**src/rtl/pipe_hazard_ctrl_pkg.sv**
```systemverilog
// Shared definitions for the pipeline hazard controller.
//   - FWD_* : ALU operand-forwarding select encodings driven to the ID stage
//   - hz_state_t : sequencing FSM states (normal flow / mul-div occupying EX)
package pipe_hazard_ctrl_pkg;

    localparam logic [1:0] FWD_REG    = 2'b00;  // operand from register file
    localparam logic [1:0] FWD_EXALU  = 2'b01;  // EX-stage ALU result
    localparam logic [1:0] FWD_MEMALU = 2'b10;  // MEM-stage ALU result
    localparam logic [1:0] FWD_MEMLD  = 2'b11;  // MEM-stage load data

    typedef enum logic {
        RUN     = 1'b0,
        MD_BUSY = 1'b1
    } hz_state_t;

endpackage

```
**src/rtl/pipe_hazard_ctrl_fwd_sel.sv**
```systemverilog
// Forwarding select for one ALU source operand of the instruction in ID.
// Ports:
//   src, use_src                 - source register number and "operand is read"
//   ex_wn/ex_wreg/ex_m2reg       - destination / write / load flags of EX
//   mem_wn/mem_wreg/mem_m2reg    - destination / write / load flags of MEM
//   sel                          - FWD_* select (purely combinational)
module pipe_fwd_sel
    import pipe_hazard_ctrl_pkg::*;
(
    input  logic [4:0] src,
    input  logic       use_src,
    input  logic [4:0] ex_wn,
    input  logic       ex_wreg,
    input  logic       ex_m2reg,
    input  logic [4:0] mem_wn,
    input  logic       mem_wreg,
    input  logic       mem_m2reg,
    output logic [1:0] sel
);

    always_comb begin
        sel = FWD_REG;
        // r0 is hardwired zero, so it is never forwarded.
        if (use_src && (src != 5'd0)) begin
            // A load in EX has no data yet; it falls through to the MEM check
            // (the load-use stall covers that case).
            if (ex_wreg && (ex_wn == src) && !ex_m2reg) begin
                sel = FWD_EXALU;
            end else if (mem_wreg && (mem_wn == src)) begin
                sel = mem_m2reg ? FWD_MEMLD : FWD_MEMALU;
            end
        end
    end

endmodule

```
**src/rtl/pipe_hazard_ctrl.sv**
```systemverilog
// Hazard and sequencing controller sitting beside the ID stage.
// Generates operand forwarding selects, stalls IF/ID on load-use hazards and
// while a multi-cycle mul/div occupies EX, and flushes IF/ID on taken branches.
// Ports:
//   clk, clr                 - clock, asynchronous active-high reset
//   IDrs/IDrt/IDusers/IDusert/IDmd/IDbranch - ID instruction info
//   EXwn/EXwreg/EXm2reg, MEMwn/MEMwreg/MEMm2reg - downstream writers
//   IFwpc, IDwir             - PC / IF-ID write enables
//   IFflush, IDbubble        - NOP into IF/ID / NOP controls into ID/EX
//   IDfwda, IDfwdb           - forwarding selects for operands A / B
//   stallCnt                 - saturating count of bubble cycles since reset
module pipe_hazard_ctrl
    import pipe_hazard_ctrl_pkg::*;
#(
    parameter int MD_LATENCY = 4,
    parameter int CNT_W      = 16
) (
    input  logic             clk,
    input  logic             clr,
    input  logic [4:0]       IDrs,
    input  logic [4:0]       IDrt,
    input  logic             IDusers,
    input  logic             IDusert,
    input  logic             IDmd,
    input  logic             IDbranch,
    input  logic [4:0]       EXwn,
    input  logic             EXwreg,
    input  logic             EXm2reg,
    input  logic [4:0]       MEMwn,
    input  logic             MEMwreg,
    input  logic             MEMm2reg,
    output logic             IFwpc,
    output logic             IDwir,
    output logic             IFflush,
    output logic             IDbubble,
    output logic [1:0]       IDfwda,
    output logic [1:0]       IDfwdb,
    output logic [CNT_W-1:0] stallCnt
);

    hz_state_t        state_q, state_d;
    logic [4:0]       cnt_q, cnt_d;
    logic [CNT_W-1:0] stall_cnt_q, stall_cnt_d;
    logic [1:0]       fwda_sel, fwdb_sel;
    logic             luse;

    pipe_fwd_sel u_fwd_a (
        .src      (IDrs),
        .use_src  (IDusers),
        .ex_wn    (EXwn),
        .ex_wreg  (EXwreg),
        .ex_m2reg (EXm2reg),
        .mem_wn   (MEMwn),
        .mem_wreg (MEMwreg),
        .mem_m2reg(MEMm2reg),
        .sel      (fwda_sel)
    );

    pipe_fwd_sel u_fwd_b (
        .src      (IDrt),
        .use_src  (IDusert),
        .ex_wn    (EXwn),
        .ex_wreg  (EXwreg),
        .ex_m2reg (EXm2reg),
        .mem_wn   (MEMwn),
        .mem_wreg (MEMwreg),
        .mem_m2reg(MEMm2reg),
        .sel      (fwdb_sel)
    );

    assign IDfwda = clr ? FWD_REG : fwda_sel;
    assign IDfwdb = clr ? FWD_REG : fwdb_sel;

    // Load in EX feeding an operand read in ID: data arrives one cycle late.
    assign luse = EXwreg && EXm2reg && (EXwn != 5'd0) &&
                  ((IDusers && (EXwn == IDrs)) || (IDusert && (EXwn == IDrt)));

    always_comb begin
        state_d  = state_q;
        cnt_d    = cnt_q;
        IFwpc    = 1'b0;
        IDwir    = 1'b0;
        IDbubble = 1'b1;
        IFflush  = 1'b0;

        case (state_q)
            RUN: begin
                // On a load-use stall the branch outcome is discarded; ID
                // resolves it again once the operand is available.
                if (!luse) begin
                    IFwpc    = 1'b1;
                    IDwir    = 1'b1;
                    IDbubble = 1'b0;
                    IFflush  = IDbranch;
                    if (IDmd && (MD_LATENCY > 1)) begin
                        state_d = MD_BUSY;
                        cnt_d   = 5'(MD_LATENCY - 1);
                    end
                end
            end
            MD_BUSY: begin
                cnt_d = cnt_q - 5'd1;
                if (cnt_q == 5'd1) begin
                    state_d = RUN;
                end
            end
            default: state_d = RUN;
        endcase

        if (clr) begin
            IFwpc    = 1'b0;
            IDwir    = 1'b0;
            IDbubble = 1'b1;
            IFflush  = 1'b0;
        end
    end

    always_comb begin
        stall_cnt_d = stall_cnt_q;
        if (IDbubble && !clr && (stall_cnt_q != {CNT_W{1'b1}})) begin
            stall_cnt_d = stall_cnt_q + 1'b1;
        end
    end

    always_ff @(posedge clk or posedge clr) begin
        if (clr) begin
            state_q     <= RUN;
            cnt_q       <= 5'd0;
            stall_cnt_q <= '0;
        end else begin
            state_q     <= state_d;
            cnt_q       <= cnt_d;
            stall_cnt_q <= stall_cnt_d;
        end
    end

    assign stallCnt = stall_cnt_q;

endmodule

```
**config.mk**
```make
export PLATFORM = sky130hd
export DESIGN_NAME = pipe_hazard_ctrl
export DESIGN_NICKNAME = d
export VERILOG_FILES = /design/src/rtl/pipe_hazard_ctrl_pkg.sv /design/src/rtl/pipe_hazard_ctrl_fwd_sel.sv /design/src/rtl/pipe_hazard_ctrl.sv
export SDC_FILE = /design/constraint.sdc
export NUM_CORES = 1
export LEC_CHECK = 0
export CORE_ASPECT_RATIO = 0.7
export CORE_MARGIN = 5
export CORE_UTILIZATION = 46
export CTS_BUF_LIST = sky130_fd_sc_hd__clkbuf_2 sky130_fd_sc_hd__clkbuf_4 sky130_fd_sc_hd__clkbuf_8
export DETAILED_ROUTE_END_ITERATION = 10
export PLACE_DENSITY = 0.83
export SYNTH_ARGS = -nofsm -noshare
export SYNTH_HDL_FRONTEND = slang
export SYNTH_SLANG_ARGS = --single-unit
```
**constraint.sdc**
```tcl
create_clock -name clk -period 2.2 [get_ports clk]
set_input_delay 0.22 -clock clk [delete_from_list [all_inputs] [get_ports clk]]
set_output_delay 0.22 -clock clk [all_outputs]
set_load 0.01 [all_outputs]
```
==> results.json <==
{
  "syn-num-nets": 183,
  "core_um2": 3110,
  "p_int_mw": 1.22,
  "path_class": "in2out",
  "synth_edf_count": 0,
  "grtUsageTotal_pct": 19.9,
  "insertion_delay_ps": 270,
  "power_mw": 1.90,
  "grt_pass1_wl_mm": 7.21,
  "htree_levels": 1,
  "power_switching_mw": 0.677,
  "stdcell_count": 263,
  "overflow": 0,
  "pwr-share-clk_pct": 20.3,
  "cts_tree": "done",
  "row_count": 17,
  "die_x_um": 77.4,
  "grt_pass1_vias": 1500,
  "pwr-share-seq_pct": 35.8,
  "skew_ps": 1.13,
  "die_h_um": 57.2,
  "syn_inst": 150,
  "synth_common_cells": "dfrtp_1, xor2_1, xnor2_1",
  "antenna_found_initial": 0,
  "fin_area_um2": 2270,
  "drcViolationCount": 0,
  "initial_core_util_pct": 47.1,
  "arrival_ps": 1940,
  "drt-total-wl_mm": 4.39,
  "dpl.cell_count": 255,
  "portBuffers": 53,
  "peakVddDrop_uv": 606,
  "ant_nets": 0,
  "whs_ps": 409,
  "area_growth_pct": 55.5,
  "vias_per_cell": 5.54,
  "status": "completed",
  "synthTopCellsByArea": "dfrtp_1, xor2_1, xnor2_1",
  "crit_required_ps": 1980,
  "worstHoldPathType": "in2async",
  "min_period_ps": 2160,
  "tightest_slew_ps": 375,
  "place.gp.congestion": 0.900,
  "synth_top_area_share_pct": 37.7,
  "finalHoldViolCount": 0,
  "synth_seq_area_share_pct": 37.7,
  "postSynth.asyncResetShare_pct": 100,
  "clk_path_buf_depth": 2,
  "wl_per_cell_um": 16.7,
  "setup_viol": 0,
  "synth_warnings": 0,
  "cts.sinks": 22,
  "startpoint_type": "primary input",
  "yosysTopAreaCell": "dfrtp_1",
  "dpl_cell_area_um2": 2140,
  "dr.first_iter.drc_count": 72,
  "clockRootBuffer": "clkbuf_8",
  "p_per_area_nw_per_um2": 836,
  "clock.fmax_ghz": 0.463,
  "cts_buffers": 3,
  "syn-cell-area_um2": 1460,
  "vias": 1457,
  "crit_fanout": 2,
  "nFillCells": 234,
  "drv_cap": 0,
  "synth-seq-cells": 22,
  "synth_ff_type": "dfrtp_1",
  "die_area_um2": 4420,
  "synth_area_per_cell_um2": 9.74,
  "synth_cell_type_count": 34,
  "slew_violations": 0,
  "slew_headroom_pct": 74.6,
  "p_leak_nw": 1.07,
  "diodes": 0,
  "tns_ps": 0,
  "hpwl_mm": 3.30,
  "grt_max_degree": 27,
  "dr.pass1.iters": 4,
  "nNetsFinal": 259,
  "combPwrFrac_pct": 43.9,
  "drive_above_1_share_pct": 18.2,
  "period_share_pct": 98.1,
  "switching_share_pct": 35.6,
  "path_clk_slew_ps": 80,
  "ioPinCount": 54,
  "worst_setup_path_end_kind": "output pin"
}
==> repair_timing <==
item,CTS,global route
setup buffers,4,0
gates resized for setup,25,12
hold buffers,0,0
pin swaps,5,5
hold endpoints to repair,0,0
setup endpoints to repair,8,10
==> worst paths after layout <==
path / startpoint / cells after the start / endpoint / slack, ps
worst min-delay path: clr / 3 / cnt_q[3] / 410
min in group clk: stallCnt[6] / 1 / stallCnt[6] / 490
worst max-delay path: IDrs[0] / 6 / IDfwda[1] / 40
worst max register to register: stallCnt[0] / 6 / stallCnt[1] / 120
max in group asynchronous: clr / 3 / stallCnt[6] / 1550
worst min register to register: stallCnt[6] / 1 / stallCnt[6] / 490
==> flip-flops by register name, indices dropped and copies added, names as in the netlist <==
| register | cells |
|---|---|
| cnt_q | 5 |
| state_q | 1 |
| stallCnt | 16 |
==> final cells by class <==
class	count	area [um^2]	share of cell area (%)
inverter	6	22.5	0.991
tap	38	47.5	2.09
sequential	22	551	24.2
timing repair buffer	74	668	29.4
clock buffer	3	41.3	1.82
multi-input combinational	119	912	40.1
clock inverter	1	30.0	1.32
==> metal layers <==
layer  vias to the layer above  routed length (um)  global-route usage, %
li1                        681                   -                      -
met1                       705                1990                   26.1
met2                        67                2030                   33.7
met3                         4                 342                   6.15
met4                         0                  19                   1.96
met5                         -                   0                      0
==> power by group through the flow <==
stage          logic (mW)  clock network (mW)  registers [mW]
2_1_floorplan       0.460                   0           0.655
3_3_place_gp        0.762                   0           0.663
3_5_place_dp        0.793                   0           0.683
4_1_cts             0.823               0.389           0.673
5_1_grt             0.923               0.406           0.697
6_report            0.834               0.386           0.679
==> kinds of logic after synthesis <==
group	synth area share, %
mux	1.71
compound gates	9.50
buf+inv	3.17
simple gates	23.2
fa+ha+maj	2.57
flops	37.7
xor+xnor	22.2
==> through the flow <==
| stage | setup WS (ps) | utilization (%) |
|---|---|---|
| final | 41.5 | 73.2 |
| after global routing | -12.1 | 73.2 |
| after CTS | 9.46 | 71.8 |
| after detailed placement | -354 | 69.0 |
| after global placement | -307 | 69.0 |
| after floorplan | 286 | - |
==> critical path: stages <==
cell             delay, ps
clkdlybuf4s50_1        430
or3_1                  380
o311a_1                310
and4_1                 190
nor2b_1                130
dlygate4sd2_1          280
==> layout by cell type (no fill, tap or decap), drive strengths merged, types with 3 or more instances in the layout <==
master / Yosys / final
nor2: 7 / 7
o311a: 3 / 3
nor4: 8 / 8
a21oi: 4 / 4
clkbuf: 0 / 4
and4: 3 / 3
dlygate4sd2: 0 / 12
or3: 4 / 4
ha: 3 / 3
clkdlybuf4s50: 0 / 33
xor2: 22 / 22
dlymetal6s2s: 0 / 4
nand2: 9 / 9
buf: 3 / 23
nand3: 14 / 14
nor3: 6 / 6
nand4: 3 / 3
xnor2: 15 / 15
dfrtp: 22 / 22
nor2b: 3 / 3
inv: 6 / 6
Power figures use the tool's default switching activity.
